===== config.mk =====
export PLATFORM = sky130hd
export DESIGN_NAME = mmapadd_sched
export DESIGN_NICKNAME = d
export VERILOG_FILES = /design/src/rtl/mmapadd_sched.sv
export SDC_FILE = /design/constraint.sdc
export NUM_CORES = 1
export LEC_CHECK = 0
export ABC_AREA = 1
export CORE_MARGIN = 10
export CORE_UTILIZATION = 25
export DETAILED_ROUTE_END_ITERATION = 8
export PLACE_DENSITY = 0.58
export SLEW_MARGIN = 0
export SYNTH_ARGS = -nofsm -noshare
export SYNTH_HDL_FRONTEND = slang
export SYNTH_SLANG_ARGS = --single-unit
export TNS_END_PERCENT = 50

===== constraint.sdc =====
create_clock -name clk -period 2.1 [get_ports clk]
set_input_delay 0.42 -clock clk [delete_from_list [all_inputs] [get_ports clk]]
set_output_delay 0.42 -clock clk [all_outputs]
set_load 0.03 [all_outputs]

===== src/rtl/mmapadd_sched.sv =====
// rtl/mmapadd_sched.sv - round-robin scheduler sharing one mMapAdd core between NREQ requesters
// Optional watchdog and stale-result absorption: define MMAPADD_SCHED_TIMEOUT_EN.
module mmapadd_sched #(
  parameter int NREQ    = 2,
  parameter int PTR_W   = 17,
  parameter int RES_W   = 32,
  parameter int TIMEOUT = 4095
) (
  input  logic                     clk,
  input  logic                     reset,
  input  logic [NREQ-1:0]          req_valid,
  output logic [NREQ-1:0]          req_ready,
  input  logic [NREQ*PTR_W-1:0]    req_m1,
  input  logic [NREQ*PTR_W-1:0]    req_m2,
  output logic [NREQ-1:0]          rsp_valid,
  input  logic [NREQ-1:0]          rsp_ready,
  output logic [RES_W-1:0]         rsp_data,
  output logic                     rsp_err,
  output logic                     core_go_d,
  input  logic                     core_go_r,
  output logic [PTR_W-1:0]         core_m1_d,
  input  logic                     core_m1_r,
  output logic [PTR_W-1:0]         core_m2_d,
  input  logic                     core_m2_r,
  input  logic [RES_W-1:0]         core_res_d,
  output logic                     core_res_r,
  output logic                     busy,
  output logic [$clog2(NREQ)-1:0]  cur_owner
);

  localparam int OW = $clog2(NREQ);

  typedef enum logic [1:0] {IDLE = 2'd0, ISSUE = 2'd1, WAIT = 2'd2, RESP = 2'd3} state_t;

  state_t           state;
  logic [OW-1:0]    last_grant;
  logic [OW-1:0]    owner;
  logic [OW-1:0]    gnt_idx;
  logic             gnt_any;
  logic             accept;
  logic             stale;
  logic [PTR_W-1:0] m1_q;
  logic [PTR_W-1:0] m2_q;
  logic             go_done, m1_done, m2_done;
  logic             go_xfer, m1_xfer, m2_xfer;
  logic             issue_done;
  logic [NREQ-1:0]  owner_bit;

  // Round-robin search starting one past the last requester served.
  always_comb begin : rr_pick
    int          idx;
    logic [OW-1:0] idx_w;
    idx     = 0;
    idx_w   = '0;
    gnt_any = 1'b0;
    gnt_idx = '0;
    for (int k = 1; k <= NREQ; k++) begin
      idx   = (int'(last_grant) + k) % NREQ;
      idx_w = OW'(idx);
      if (!gnt_any && req_valid[idx_w]) begin
        gnt_any = 1'b1;
        gnt_idx = idx_w;
      end
    end
  end

  assign accept = (state == IDLE) && !stale && gnt_any;

  always_comb begin
    req_ready = '0;
    if (accept) req_ready[gnt_idx] = 1'b1;
  end

  assign go_xfer    = (state == ISSUE) && !go_done && core_go_r;
  assign m1_xfer    = (state == ISSUE) && !m1_done && core_m1_r;
  assign m2_xfer    = (state == ISSUE) && !m2_done && core_m2_r;
  assign issue_done = (go_done | go_xfer) & (m1_done | m1_xfer) & (m2_done | m2_xfer);

  assign core_go_d  = (state == ISSUE) && !go_done;
  assign core_m1_d  = {m1_q[PTR_W-1:1], (state == ISSUE) && !m1_done};
  assign core_m2_d  = {m2_q[PTR_W-1:1], (state == ISSUE) && !m2_done};
  assign core_res_r = (state == WAIT) || stale;
  assign busy       = (state != IDLE);
  assign cur_owner  = owner;
  assign owner_bit  = NREQ'(1) << owner;

`ifdef MMAPADD_SCHED_TIMEOUT_EN
  localparam int CW = $clog2(TIMEOUT + 1);
  logic [CW-1:0] wd_cnt;
  logic          wd_fire;

  // A result landing on the final cycle of WAIT still wins over the watchdog.
  assign wd_fire = ((state == ISSUE) || ((state == WAIT) && !core_res_d[0]))
                   && (wd_cnt == CW'(TIMEOUT - 1));
`else
  assign stale   = 1'b0;
  assign rsp_err = 1'b0;
`endif

  always_ff @(posedge clk or posedge reset) begin
    if (reset) begin
      state      <= IDLE;
      last_grant <= OW'(NREQ - 1);
      owner      <= '0;
      m1_q       <= '0;
      m2_q       <= '0;
      go_done    <= 1'b0;
      m1_done    <= 1'b0;
      m2_done    <= 1'b0;
      rsp_valid  <= '0;
      rsp_data   <= '0;
`ifdef MMAPADD_SCHED_TIMEOUT_EN
      wd_cnt     <= '0;
      stale      <= 1'b0;
      rsp_err    <= 1'b0;
`endif
    end else begin
      case (state)
        IDLE: begin
          if (accept) begin
            owner <= gnt_idx;
            m1_q  <= req_m1[gnt_idx*PTR_W +: PTR_W];
            m2_q  <= req_m2[gnt_idx*PTR_W +: PTR_W];
            state <= ISSUE;
          end
        end
        ISSUE: begin
          if (issue_done) begin
            go_done <= 1'b0;
            m1_done <= 1'b0;
            m2_done <= 1'b0;
            state   <= WAIT;
          end else begin
            go_done <= go_done | go_xfer;
            m1_done <= m1_done | m1_xfer;
            m2_done <= m2_done | m2_xfer;
          end
        end
        WAIT: begin
          if (core_res_d[0]) begin
            rsp_data  <= core_res_d;
            rsp_valid <= owner_bit;
            state     <= RESP;
          end
        end
        RESP: begin
          if (rsp_ready[owner]) begin
            last_grant <= owner;
            rsp_valid  <= '0;
`ifdef MMAPADD_SCHED_TIMEOUT_EN
            rsp_err    <= 1'b0;
`endif
            state      <= IDLE;
          end
        end
        default: state <= IDLE;
      endcase
`ifdef MMAPADD_SCHED_TIMEOUT_EN
      if (stale && core_res_d[0]) stale <= 1'b0;
      if (state == IDLE) wd_cnt <= '0;
      else if (state == ISSUE || state == WAIT) wd_cnt <= wd_cnt + 1'b1;
      // Abandon the job; the core's eventual answer is swallowed via stale.
      if (wd_fire) begin
        state     <= RESP;
        rsp_data  <= '0;
        rsp_err   <= 1'b1;
        rsp_valid <= owner_bit;
        stale     <= 1'b1;
        go_done   <= 1'b0;
        m1_done   <= 1'b0;
        m2_done   <= 1'b0;
      end
`endif
    end
  end

endmodule


# Word level (Yosys, flattened, before mapping)
# Cells that the tools add are included.
totals:
  regBits: 75
  input_bits: 109
  word_cells: 77
classes:
  addsub: 2
  n_mul: 1
  magnitude_cmp: 5
  n_eq_ne: 7
  shifts: 3
  mux: 23
  bitwise_logic: 5
  reduce_logical: 21
ops:
  columns: ["cell", "n"]
  rows:
  - ["$shiftx 34x7->17", 2]
  - ["$mux 1", 14]
  - ["$mux 2", 6]
  - ["$logic_and 1x1->1", 9]
  - ["$lt 1x2->1 const B", 4]
  - ["$ne 2x2->1 const B", 4]
  - ["$pmux 2 s4", 1]
  - ["$mul 1x5->6 const B", 1]
  - ["$reduce_and 2->1", 3]
  - ["$eq 2x2->1 const B", 2]
  - ["$logic_not 1->1", 4]
  - ["$pmux 2 s2", 1]
  - ["$reduce_and 4->1", 1]
  - ["$reduce_bool 2->1", 2]
  - ["$or 1x1->1", 3]
  - ["$reduce_and 3->1", 1]
  - ["$add 1x1->1 const B", 2]
  - ["$and 1x1->1", 2]
  - ["$eq 2x1->1 const B", 1]
  - ["$logic_not 2->1", 1]
  - ["$shl 1x1->2 const A", 1]
  - ["$demux 1 s1", 1]
  - ["$ge 1x1->1 const B", 1]

# Depth between registers and ports, before layout
depth:
  depth_word: 12
  depth_mapped: 9
  mapped_depth_nobuf: 9

# Least setup slack after synthesis
# No wires, ideal clock.
synth_path:
  path_type: "register -> output"
  start: "register state[0]"
  end: "output req_ready[0]"
  t_arrival_ps: 1548
  required_time_ps: 1680
  setup_slack_ps: 132
  stages_incl_launch_ff: 8
  n_path_buf: 1
  path_cell_list: "dfrtp_1 > inv_1 > ha_1 > inv_1 > a31oi_4 > buf_2 > nand2_1 > inv_1"
synth_via:
  elab_chain_len: 3
synth_rtl:
  columns: ["element", "line", "text"]
  rows:
  - ["start: declaration", "35", "state_t state;"]
  - ["start signal: assignment", "102", "state <= IDLE;"]
  - ["start signal: assignment", "124", "state <= ISSUE;"]
  - ["start signal: assignment", "132", "state <= WAIT;"]
  - ["$logic_not 2->1", "67", "assign accept = (state == IDLE) && !stale && gnt_any;"]
  - ["$logic_and 1x1->1", "67", null]
  - ["$mux 2", "71", "if (accept) req_ready[gnt_idx] = 1'b1;"]
  - ["end: declaration", "12", "output logic [NREQ-1:0] req_ready,"]
# Every way passes these cells.

# Final worst setup path
# Ends and elaborated chain as after synthesis.

==> results by group <==
Status
  • Result of the run: completed

Power
  • Clock network power share: 0.163
  • Switching power: 3.71 mW
  • PwrDens: 1540 mW/mm^2
  • Switching part of the total power: 0.422
  • Leak: 2.73 nW
  • Sequential cell fraction of total power: 0.279
  • Logic gate share of total power: 0.558
  • Cell-internal power: 5.08 mW
  • IR drop worst, VDD: 0.468 mV

Synthesis
  • Number of flip-flops and latches in the synthesized netlist: 73
  • Synthesized netlist net count: 504
  • Synth warnings: 0
  • Fraction of the yosys area taken by sequential cells: 0.537
  • Synth Cell Area: 0.00341 sq mm
  • Number of different library cells in the post-synthesis netlist: 20
  • Async set-or-reset flop fraction in the synthesized netlist: 1.00
  • Prevailing post-synth register cell: dfrtp_1
  • Cells after synthesis: 390
  • Average instance area after synthesis: 8.74 sq um
  • Post-synth EDFFs: 0

STA
  • Total negative slack for setup checks: 0 ns
  • Largest clock skew in the final design: 0.0113 ns
  • Period utilisation layout: 0.945
  • Final count of hold timing violations: 0
  • Maximum frequency from static timing analysis: 0.504 GHz
  • Final-report setup violation count: 0
  • Final count of pins violating max slew: 0
  • Period minus WS final: 1.99 ns
  • Minimum hold slack: 0.466 ns
  • Unrepaired setup endpoints after global routing: no

Job
  • Max Cap Viol: 0

Global route
  • Overflow left after global routing: 0
  • GRT met1 Usage: 0.130
  • Via count of the first global-routing pass: 3307
  • Pin count of the biggest net entering global routing: 74
  • First-pass GRT wire length: 17.1 mm
  • Met3 routing resource usage after global routing: 0.0641
  • Overall fraction of global-route tracks in use: 0.116
  • Global-route track usage on met2: 0.177
  • Initial antenna violation count: 0
  • Busiest layer in global routing: met2

Setup path
  • Data arrival time of the worst path: 1.57 ns
  • Cell breakdown of the critical path: inv_1 -> ha_2 -> inv_2 -> a31oi_4 -> nand2_1 -> inv_1 -> buf_4
  • Endpoint required time on the critical path: 1.68 ns
  • CP most frequent cell: inv_1
  • Type of element launching the critical path: flip-flop
  • Worst Path Class, Setup: reg -> out
  • Category of the worst setup path capture point: output pin
  • Highest fanout seen on the critical path: 4
  • CP max-delay cell: dfrtp_1
  • Worst setup slack for register-to-register paths: 0.40 ns
  • Highest cell delay on the worst timing path: 0.41 ns

Floorplan
  • Core Box Area: 0.0133 sq mm
  • Die Footprint: 0.0187 sq mm
  • Starting density of the core: 0.256
  • Overall die width: 137 um
  • # IOs: 184
  • Vertical extent of the die: 137 um
  • Row cnt: 42

Placed design
  • HPWL after detailed placement: 8.58 mm
  • Port bufs: 178
  • Placer congestion estimate: 0.807

Layout
  • Diode count: 0
  • Fraction of final layout cells with drive strength greater than 1: 0.127
  • Commonest non-fill, non-tap cells in the layout: nand2_1 (185), clkdlybuf4s50_1 (171), dfrtp_1 (72), nand3_1 (38), mux2_2 (31)
  • Final nets: 686
  • Most common cell after layout, fill and taps aside: nand2_1
  • Area growth from synthesis to layout: 68.1%

Route
  • Vias per cell: 4.18
  • Starting DRC count in detailed routing: 83
  • Remaining design rule violation count: 0
  • Via Count: 3145
  • Number of antenna-violating nets in the routed design: 0
  • DR WL/cell: 14.5 um
  • DR pass1 iterations: 4
  • Total routed wirelength: 10.9 mm

Min path
  • Tightest Hold Check Type: reg -> reg

CTS
  • Clock slew at the register clock pins of the worst setup and hold paths: 0.05 ns
  • Number of clock sinks seen by CTS: 73
  • Hold buffers post-CTS: 0
  • CTS tree: done
  • Maximum number of buffers from clock root to sink: 2
  • Number of CTS-inserted buffers: 9
  • Clock Tree Root: clkbuf_16
  • Post-CTS Setup Bufs: 0
  • Clock latency at the later pin of the worst-skew pair: 0.33 ns
  • Number of levels in the clock H-tree: 3
-- stage by stage --
stage	utilization	power (mW)	setup WS, ns	area [sq um]	instances
after floorplan	-	5.29	0.132	3410	390
after global placement	0.411	7.39	0.132	5460	737
after detailed placement	0.411	7.48	0.107	5460	737
after CTS	0.431	8.95	0.0187	5740	752
after global routing	0.431	9.42	0.00337	5730	752
final	0.431	8.79	0.115	5730	752
-- repair_timing --
| item | CTS | global route |
|---|---|---|
| gates resized for setup | 4 | 8 |
| setup endpoints to repair | 4 | 5 |
| pin swaps | 0 | 0 |
-- critical path, delay by kind of cell, from the launching register on --
family,cells,cell delay (ns)
buffers and inverters,4,0.41
adder cells (fa/ha/maj),1,0.21
AO/OA/AOI/OAI,1,0.15
AND/OR/NAND/NOR,1,0.07
flip-flops,1,0.41
-- synth_stat cells, types with 2 or more instances --
cell type | number | area (sq um)
nor2_1 | 5 | 18.8
ha_1 | 5 | 62.6
inv_2 | 2 | 7.51
nand4_1 | 3 | 18.8
dfrtp_1 | 72 | 1800
mux2_2 | 31 | 349
o21ai_0 | 3 | 15.0
nand2_1 | 185 | 694
o21a_1 | 2 | 15.0
inv_1 | 18 | 67.6
nand3_1 | 38 | 190
buf_2 | 13 | 65.1
clkbuf_1 | 6 | 22.5
-- kinds of logic after synthesis --
| kind of cell | count (synthesis) | share of synthesized area |
|---|---|---|
| and+or+nand+nor | 233 | 0.274 |
| AOI/OAI and AO/OA | 7 | 0.0173 |
| DFF | 73 | 0.537 |
| buffers and inverters | 40 | 0.0499 |
| adders and majority gates | 5 | 0.0184 |
| muxes | 31 | 0.102 |
| other | 1 | 0.00110 |
-- metal layers --
layer	vias to the layer above	part of all wire
li1	1592	-
met1	1410	0.42
met2	129	0.44
met3	14	0.13
met4	0	0.020
met5	-	0
-- final timing paths --
path                           from      endpoint  cells past startpoint
hold reg to reg            m1_q[12]      m1_q[12]                      2
min in group asynchronous     reset  rsp_data[23]                      3
hold / removal             m1_q[12]      m1_q[12]                      2
max in group asynchronous     reset    last_grant                      3
setup reg to reg           state[0]   rsp_data[8]                      6
setup / recovery           state[0]  req_ready[0]                      7
-- power groups by stage --
stage / clock network, mW / registers [mW] / logic, mW
final: 1.43 / 2.45 / 4.91
after global routing: 1.56 / 2.54 / 5.32
after CTS: 1.50 / 2.46 / 4.99
after detailed placement: 0 / 2.48 / 5.00
after global placement: 0 / 2.45 / 4.94
after floorplan: 0 / 3.69 / 1.60
-- area by class of cell --
class / count / area (sq um)
multi-input cells: 277 / 1410
clock buffers: 13 / 270
inverters: 20 / 78.8
repair buffers: 191 / 1910
fillers: 1346 / 7570
well taps: 176 / 220
flip-flops and latches: 73 / 1830
clock inverters: 2 / 12.5
-- registers in the layout, indices dropped and copies added, names as in the netlist --
signal,cells
rsp_data,32
rsp_valid,2
m2_done,1
state,2
m1_q,16
last_grant,1
m1_done,1
go_done,1
m2_q,16
cur_owner,1
Note: power is estimated with default switching activity, not from simulation.
